### config.mk
export PLATFORM = sky130hd
export DESIGN_NAME = start_sequencer
export DESIGN_NICKNAME = d
export VERILOG_FILES = /design/src/rtl/start_pkg.sv /design/src/rtl/reaction_timer.sv /design/src/rtl/start_sequencer.sv
export SDC_FILE = /design/constraint.sdc
export NUM_CORES = 1
export LEC_CHECK = 0
export ABC_AREA = 0
export BUFFER_PORTS_ARGS = -buffer_cell sky130_fd_sc_hd__buf_4
export CAP_MARGIN = 20
export CORE_MARGIN = 8
export CORE_UTILIZATION = 53
export CTS_BUF_LIST = sky130_fd_sc_hd__clkbuf_4 sky130_fd_sc_hd__clkbuf_8
export DETAILED_ROUTE_END_ITERATION = 8
export PLACE_DENSITY = 0.78
export SYNTH_ARGS = -nofsm -noshare
export SYNTH_HDL_FRONTEND = slang
export SYNTH_SLANG_ARGS = --single-unit
### constraint.sdc
create_clock -name i_clk -period 1.7 [get_ports i_clk]
set_input_delay 0.17 -clock i_clk [delete_from_list [all_inputs] [get_ports i_clk]]
set_output_delay 0.17 -clock i_clk [all_outputs]
set_load 0.02 [all_outputs]
### src/rtl/start_pkg.sv
// Shared state encoding and width helpers for the start-light sequencer.
package start_pkg;

  typedef enum logic [2:0] {
    StIdle  = 3'd0,
    StArmed = 3'd1,
    StLeds  = 3'd2,
    StDelay = 3'd3,
    StGo    = 3'd4,
    StFault = 3'd5
  } ty_STATE_START;

  // Counter width for values 0..n-1, never narrower than one bit.
  function automatic int unsigned cnt_w(input int unsigned n);
    return (n > 1) ? $clog2(n) : 1;
  endfunction

  // Wide enough for MIN_DELAY plus the largest i_prbs value.
  function automatic int unsigned dly_w(input int unsigned min_delay,
                                        input int unsigned delay_w);
    return $clog2(min_delay + (32'd1 << delay_w));
  endfunction

endpackage

### src/rtl/reaction_timer.sv
// Saturating reaction tick counter with capture register and one-cycle valid pulse.
module reaction_timer #(
  parameter int unsigned REACT_W = 12
) (
  input  logic               i_clk,
  input  logic               i_arstn,
  input  logic               i_clear,
  input  logic               i_count,
  input  logic               i_capture,
  output logic               o_sat,
  output logic [REACT_W-1:0] o_ticks,
  output logic               o_valid
);

  if (REACT_W < 2) begin : g_bad_react_w
    $error("REACT_W must be >= 2");
  end

  logic [REACT_W-1:0] cnt_q;
  logic [REACT_W-1:0] ticks_q;
  logic               valid_q;

  assign o_sat   = &cnt_q;
  assign o_ticks = ticks_q;
  assign o_valid = valid_q;

  always_ff @(posedge i_clk or negedge i_arstn) begin
    if (!i_arstn) begin
      cnt_q   <= '0;
      ticks_q <= '0;
      valid_q <= 1'b0;
    end else begin
      valid_q <= i_capture;
      if (i_capture) begin
        ticks_q <= cnt_q;
      end
      if (i_clear) begin
        cnt_q <= '0;
      end else if (i_count && !o_sat) begin
        cnt_q <= cnt_q + REACT_W'(1);
      end
    end
  end

endmodule

### src/rtl/start_sequencer.sv
// Starting-line controller: lights LEDs on ticks, waits a random delay, signals GO
// and times the player's reaction; early presses are flagged as false starts.
module start_sequencer
  import start_pkg::*;
#(
  parameter int unsigned N_LEDS     = 10,
  parameter int unsigned STEP_TICKS = 1,
  parameter int unsigned DELAY_W    = 8,
  parameter int unsigned MIN_DELAY  = 16,
  parameter int unsigned REACT_W    = 12
) (
  input  logic               i_clk,
  input  logic               i_arstn,
  input  logic               i_tick,
  input  logic               i_trigger,
  input  logic               i_react,
  input  logic [DELAY_W-1:0] i_prbs,
  output logic               o_rstPRBS,
  output logic               o_enPRBS,
  output logic [N_LEDS-1:0]  o_turnOnLED,
  output logic               o_go,
  output logic               o_falseStart,
  output logic [REACT_W-1:0] o_reactTicks,
  output logic               o_reactValid
);

  if (N_LEDS < 2) begin : g_bad_n_leds
    $error("N_LEDS must be >= 2");
  end
  if (STEP_TICKS < 1) begin : g_bad_step_ticks
    $error("STEP_TICKS must be >= 1");
  end
  if (DELAY_W < 1) begin : g_bad_delay_w
    $error("DELAY_W must be >= 1");
  end

  localparam int unsigned STEP_W = cnt_w(STEP_TICKS);
  localparam int unsigned DLY_W  = dly_w(MIN_DELAY, DELAY_W);
  localparam logic [STEP_W-1:0] STEP_LAST = STEP_W'(STEP_TICKS - 1);

  ty_STATE_START     state_q, state_d;
  logic [N_LEDS-1:0] leds_q, leds_d;
  logic [STEP_W-1:0] step_q, step_d;
  logic [DLY_W-1:0]  dly_q, dly_d;
  logic              capture;
  logic              timer_sat;

  always_ff @(posedge i_clk or negedge i_arstn) begin
    if (!i_arstn) begin
      state_q <= StIdle;
      leds_q  <= '0;
      step_q  <= '0;
      dly_q   <= '0;
    end else begin
      state_q <= state_d;
      leds_q  <= leds_d;
      step_q  <= step_d;
      dly_q   <= dly_d;
    end
  end

  always_comb begin
    state_d      = state_q;
    leds_d       = leds_q;
    step_d       = step_q;
    dly_d        = dly_q;
    capture      = 1'b0;
    o_rstPRBS    = 1'b0;
    o_enPRBS     = 1'b0;
    o_go         = 1'b0;
    o_falseStart = 1'b0;
    case (state_q)
      StIdle: begin
        o_rstPRBS = 1'b1;
        state_d   = StArmed;
      end
      StArmed: begin
        o_enPRBS = 1'b1;
        if (i_trigger) begin
          state_d = StLeds;
          dly_d   = DLY_W'(MIN_DELAY) + DLY_W'(i_prbs);
          leds_d  = '0;
          step_d  = '0;
        end
      end
      StLeds: begin
        // A press before GO wins over every other transition.
        if (i_react) begin
          state_d = StFault;
        end else if (&leds_q) begin
          state_d = StDelay;
        end else if (i_tick) begin
          if (step_q == STEP_LAST) begin
            leds_d = {leds_q[N_LEDS-2:0], 1'b1};
            step_d = '0;
          end else begin
            step_d = step_q + STEP_W'(1);
          end
        end
      end
      StDelay: begin
        if (i_react) begin
          state_d = StFault;
        end else if (i_tick) begin
          if (dly_q == '0) begin
            state_d = StGo;
          end else begin
            dly_d = dly_q - DLY_W'(1);
          end
        end
      end
      StGo: begin
        o_go = 1'b1;
        if (i_react || (i_tick && timer_sat)) begin
          capture = 1'b1;
          state_d = StIdle;
        end
      end
      StFault: begin
        o_falseStart = 1'b1;
        if (i_trigger) begin
          state_d = StIdle;
        end
      end
      default: state_d = StIdle;
    endcase
    // Lights are only ever shown while counting up or waiting for GO.
    if (state_d != StLeds && state_d != StDelay) begin
      leds_d = '0;
    end
  end

  assign o_turnOnLED = leds_q;

  reaction_timer #(
    .REACT_W(REACT_W)
  ) u_reaction_timer (
    .i_clk    (i_clk),
    .i_arstn  (i_arstn),
    .i_clear  (state_q != StGo),
    .i_count  (i_tick && (state_q == StGo)),
    .i_capture(capture),
    .o_sat    (timer_sat),
    .o_ticks  (o_reactTicks),
    .o_valid  (o_reactValid)
  );

endmodule
==> results by group <==
Logic synthesis
  • Cell variety after synth: 54
  • Post-Syn Instances: 259
  • Share of the synthesized area in the top cell type: 46.0%
  • Asr flop ratio synth: 100%
  • Number of synthesized flops with an enable pin: 0
  • Synthesized cell area: 2560 um2
  • Largest area contributor in the netlist: dfrtp_1
  • Syn. warnings: 0
  • Synth area leaders: dfrtp_1 (46%), mux2_1 (5.7%), nand2_1 (4.3%), nor3_1 (3.5%), a31o_1 (3.4%)
  • Syn Nets: 276
  • Top FF cell, synth: dfrtp_1
  • FF+latch count, synth: 47
  • Part of the Yosys area used for sequential elements: 46.0%
  • Avg Cell Area, Syn: 9.87 um2

Floorplanning
  • Die Wd: 85.4 um
  • IO Count: 40
  • FP Rows: 25
  • Die footprint: 7300 um2
  • Starting Density: 54.5%
  • Die height: 85.4 um
  • Core area: 4690 um2

Timing
  • RSZ-0062 raised after global routing: yes
  • Rel. slew slack: 60.2%
  • Fmax: 603 MHz
  • Worst-Margin Slew: 0.597 ns
  • Worst hold slack: 0.0978 ns
  • Final setup fails: 0
  • Worst Skew: 0.00617 ns
  • Fin. Hold Viols: 0
  • Count of pins over their slew limit: 0
  • Setup WS post-layout: 0.0411 ns
  • Final Critical Period: 1.66 ns
  • Period utilization: 97.6%

Pwr
  • Worst VDD drop: 0.809 mV
  • Pwr/cell area: 1220 nW/um2
  • Total power: 4.32 mW
  • Lkg Pwr: 1.63 nW

Place
  • Worst slack, placed: -0.0874 ns
  • Port bufs: 39
  • Final HPWL DP: 4.44 mm
  • Final RePlAce weighted congestion: 0.894

Critical path
  • CP Capture Point: dly_q[4]
  • FF-to-FF Start: state_q[2]
  • CP Cell Sequence: buf_6, and3b_2, nand3_4, o21a_4, buf_4, o221ai_1
  • Crit path max-delay family: compound AO/OA/AOI/OAI gates
  • CP Launch Type: flop
  • R2r endpoint: dly_q[4]
  • WS Path Type: flop to flop
  • Critical-path top delay cell: dfrtp_1
  • CP startpoint: state_q[2]
  • Worst EP required: 1.92 ns
  • Critical Path Sink Type: flop
  • Reg2reg setup slack: 0.04 ns
  • Crit path largest cell delay: 0.42 ns
  • Critical path depth in cells: 6
  • Critical path buffers and inverters: 2
  • Worst EP arrival: 1.88 ns
  • CP Max Fanout: 5
  • Worst reg2reg path depth: 6

GRT
  • Congestion Overflow GR: 0
  • Pin count of the biggest net entering global routing: 48
  • Met2 usage: 30.0%
  • Vias in the first global route: 2,264
  • First-pass GRT wire length: 10.4 mm
  • Busiest grt layer: met2
  • Met1 usage: 21.3%
  • GR Util met3: 4.44%
  • Initial antenna violation count: 0
  • Tot GR Track Use: 17.5%

Clocking
  • CTS Sinks: 47
  • H-tree depth: 2
  • Clock latency on the worst-skew pair: 0.30 ns
  • Total CTS buffers: 5
  • Root Buffer: clkbuf_8
  • CTS Buffer Depth: 2
  • TritonCTS clock tree: built
  • Clock-pin slew on the worst setup and hold paths: 0.09 ns

Final layout
  • Fillers: 322
  • Nets: 359
  • Commonest non-fill, non-tap cells in the layout: buf_4 (87), dfrtp_1 (45), nand2_1 (29)
  • Share of layout cells above drive strength 1: 38.2%
  • Diode count: 0
  • Most common library cell in the layout ignoring fill and taps: buf_4
  • Area Growth Syn to Fin: 38.6%

Route
  • WL/cell: 16.7 um
  • Final ANT Viol Nets: 0
  • Routed vias: 2,418
  • Routed wire length: 6.62 mm
  • Drt first-iter violations: 91
  • TritonRoute pass-1 iters: 4
  • Via density: 6.09
  • Number of remaining DRC errors: 0

Min path
  • Worst Hold Class: primary input to flop

Outcome
  • Status: finished, final reports clean

Flow run
  • MaxCap Viol Count: 0
-- synthesized netlist by cell type, drive strengths merged (2+ instances only) --
cell    count
o311ai      2
nor4b       2
o221ai      7
or3         3
o21a        3
clkbuf      5
o31ai       4
a31o       10
nand2      30
or3b        2
nand3      14
o21ai       7
mux2       13
a31oi       2
nand3b      3
xnor2       2
nand4       5
or4         2
and4        3
and3        2
nor3       18
and3b       3
buf        13
nor4        2
nor2       11
inv         6
o211ai      3
a21oi      13
dfrtp      47
ha          4
nor3b       4
-- routing by layer --
metal  vias to the layer above  wire length [um]  part of all wire [%]
met4                         0                87                   1.3
met3                         9               277                   4.2
met5                         -                 0                     0
met2                        49              3320                    50
li1                       1141                 -                     -
met1                      1219              2940                    44
-- per-stage QoR --
stage          instance area (um2)  cells  setup TNS (ns)  util [%]
4_1_cts                       3330    388          -0.120      71.0
3_3_place_gp                  3190    379         -0.0489      68.1
6_report                      3540    397               0      75.5
5_1_grt                       3540    397         -0.0443      75.5
3_5_place_dp                  3190    379          -0.130      68.1
2_1_floorplan                 2600    259         -0.0190         -
-- power breakdown --
group	internal (mW)	leakage, nW	total (mW)	switching [mW]
registers	1.27	0.634	1.45	0.171
clock network	0.443	0.0548	0.846	0.403
logic	1.03	0.946	2.03	1.00
total	2.74	1.63	4.32	1.58
-- final cells by class --
class,instances,area [um2],share of cell area [%]
Inverter,6,22.5,0.636
Tap cell,54,67.6,1.91
Multi-Input combinational cell,188,1410,39.8
Clock inverter,3,46.3,1.31
Sequential cell,47,1180,33.3
Timing Repair Buffer,94,748,21.1
Clock buffer,5,68.8,1.94
-- how the worst min path moves through the flow --
stage | slack, ns | to | cells after the start | start
after floorplan | -0.13 | dly_q[0] | 0 | i_arstn
after global placement | 0.22 | dly_q[8] | 1 | i_arstn
after detailed placement | 0.22 | dly_q[8] | 1 | i_arstn
after CTS | 0.09 | state_q[2] | 2 | i_react
after global routing | 0.10 | state_q[2] | 2 | i_react
final | 0.1 | state_q[2] | 2 | i_react
-- cells by family (layout without fill, tap and decap cells) --
group                    Yosys count  after routing  share of synthesized area [%]
flip-flops                        47             47                           46.0
AND/OR/NAND/NOR                  108            108                           23.8
buffers and inverters             24            108                           4.50
multiplexers                      13             13                           5.73
XOR/XNOR                           3              3                           1.03
adder cells (fa/ha/maj)            4              4                           1.96
AO/OA/AOI/OAI                     60             60                           16.9
-- sequential cells by signal, indices dropped and copies added, names as in the netlist --
name and cells:
u_reaction_timer.o_ticks 12, state_q 3, dly_q 9, u_reaction_timer.o_valid 1, o_turnOnLED 10, u_reaction_timer.cnt_q 12
-- what timing repair did --
action                                 4_1_cts  5_1_grt
gates cloned                                 0        1
hold buffers                                 1        0
gates resized for setup                      3       26
buffers inserted                             0        8
endpoints found under the hold margin       47        0
pin swaps                                    0       11
setup endpoints to repair                   19       36
Note: power is estimated with default switching activity, not from simulation.
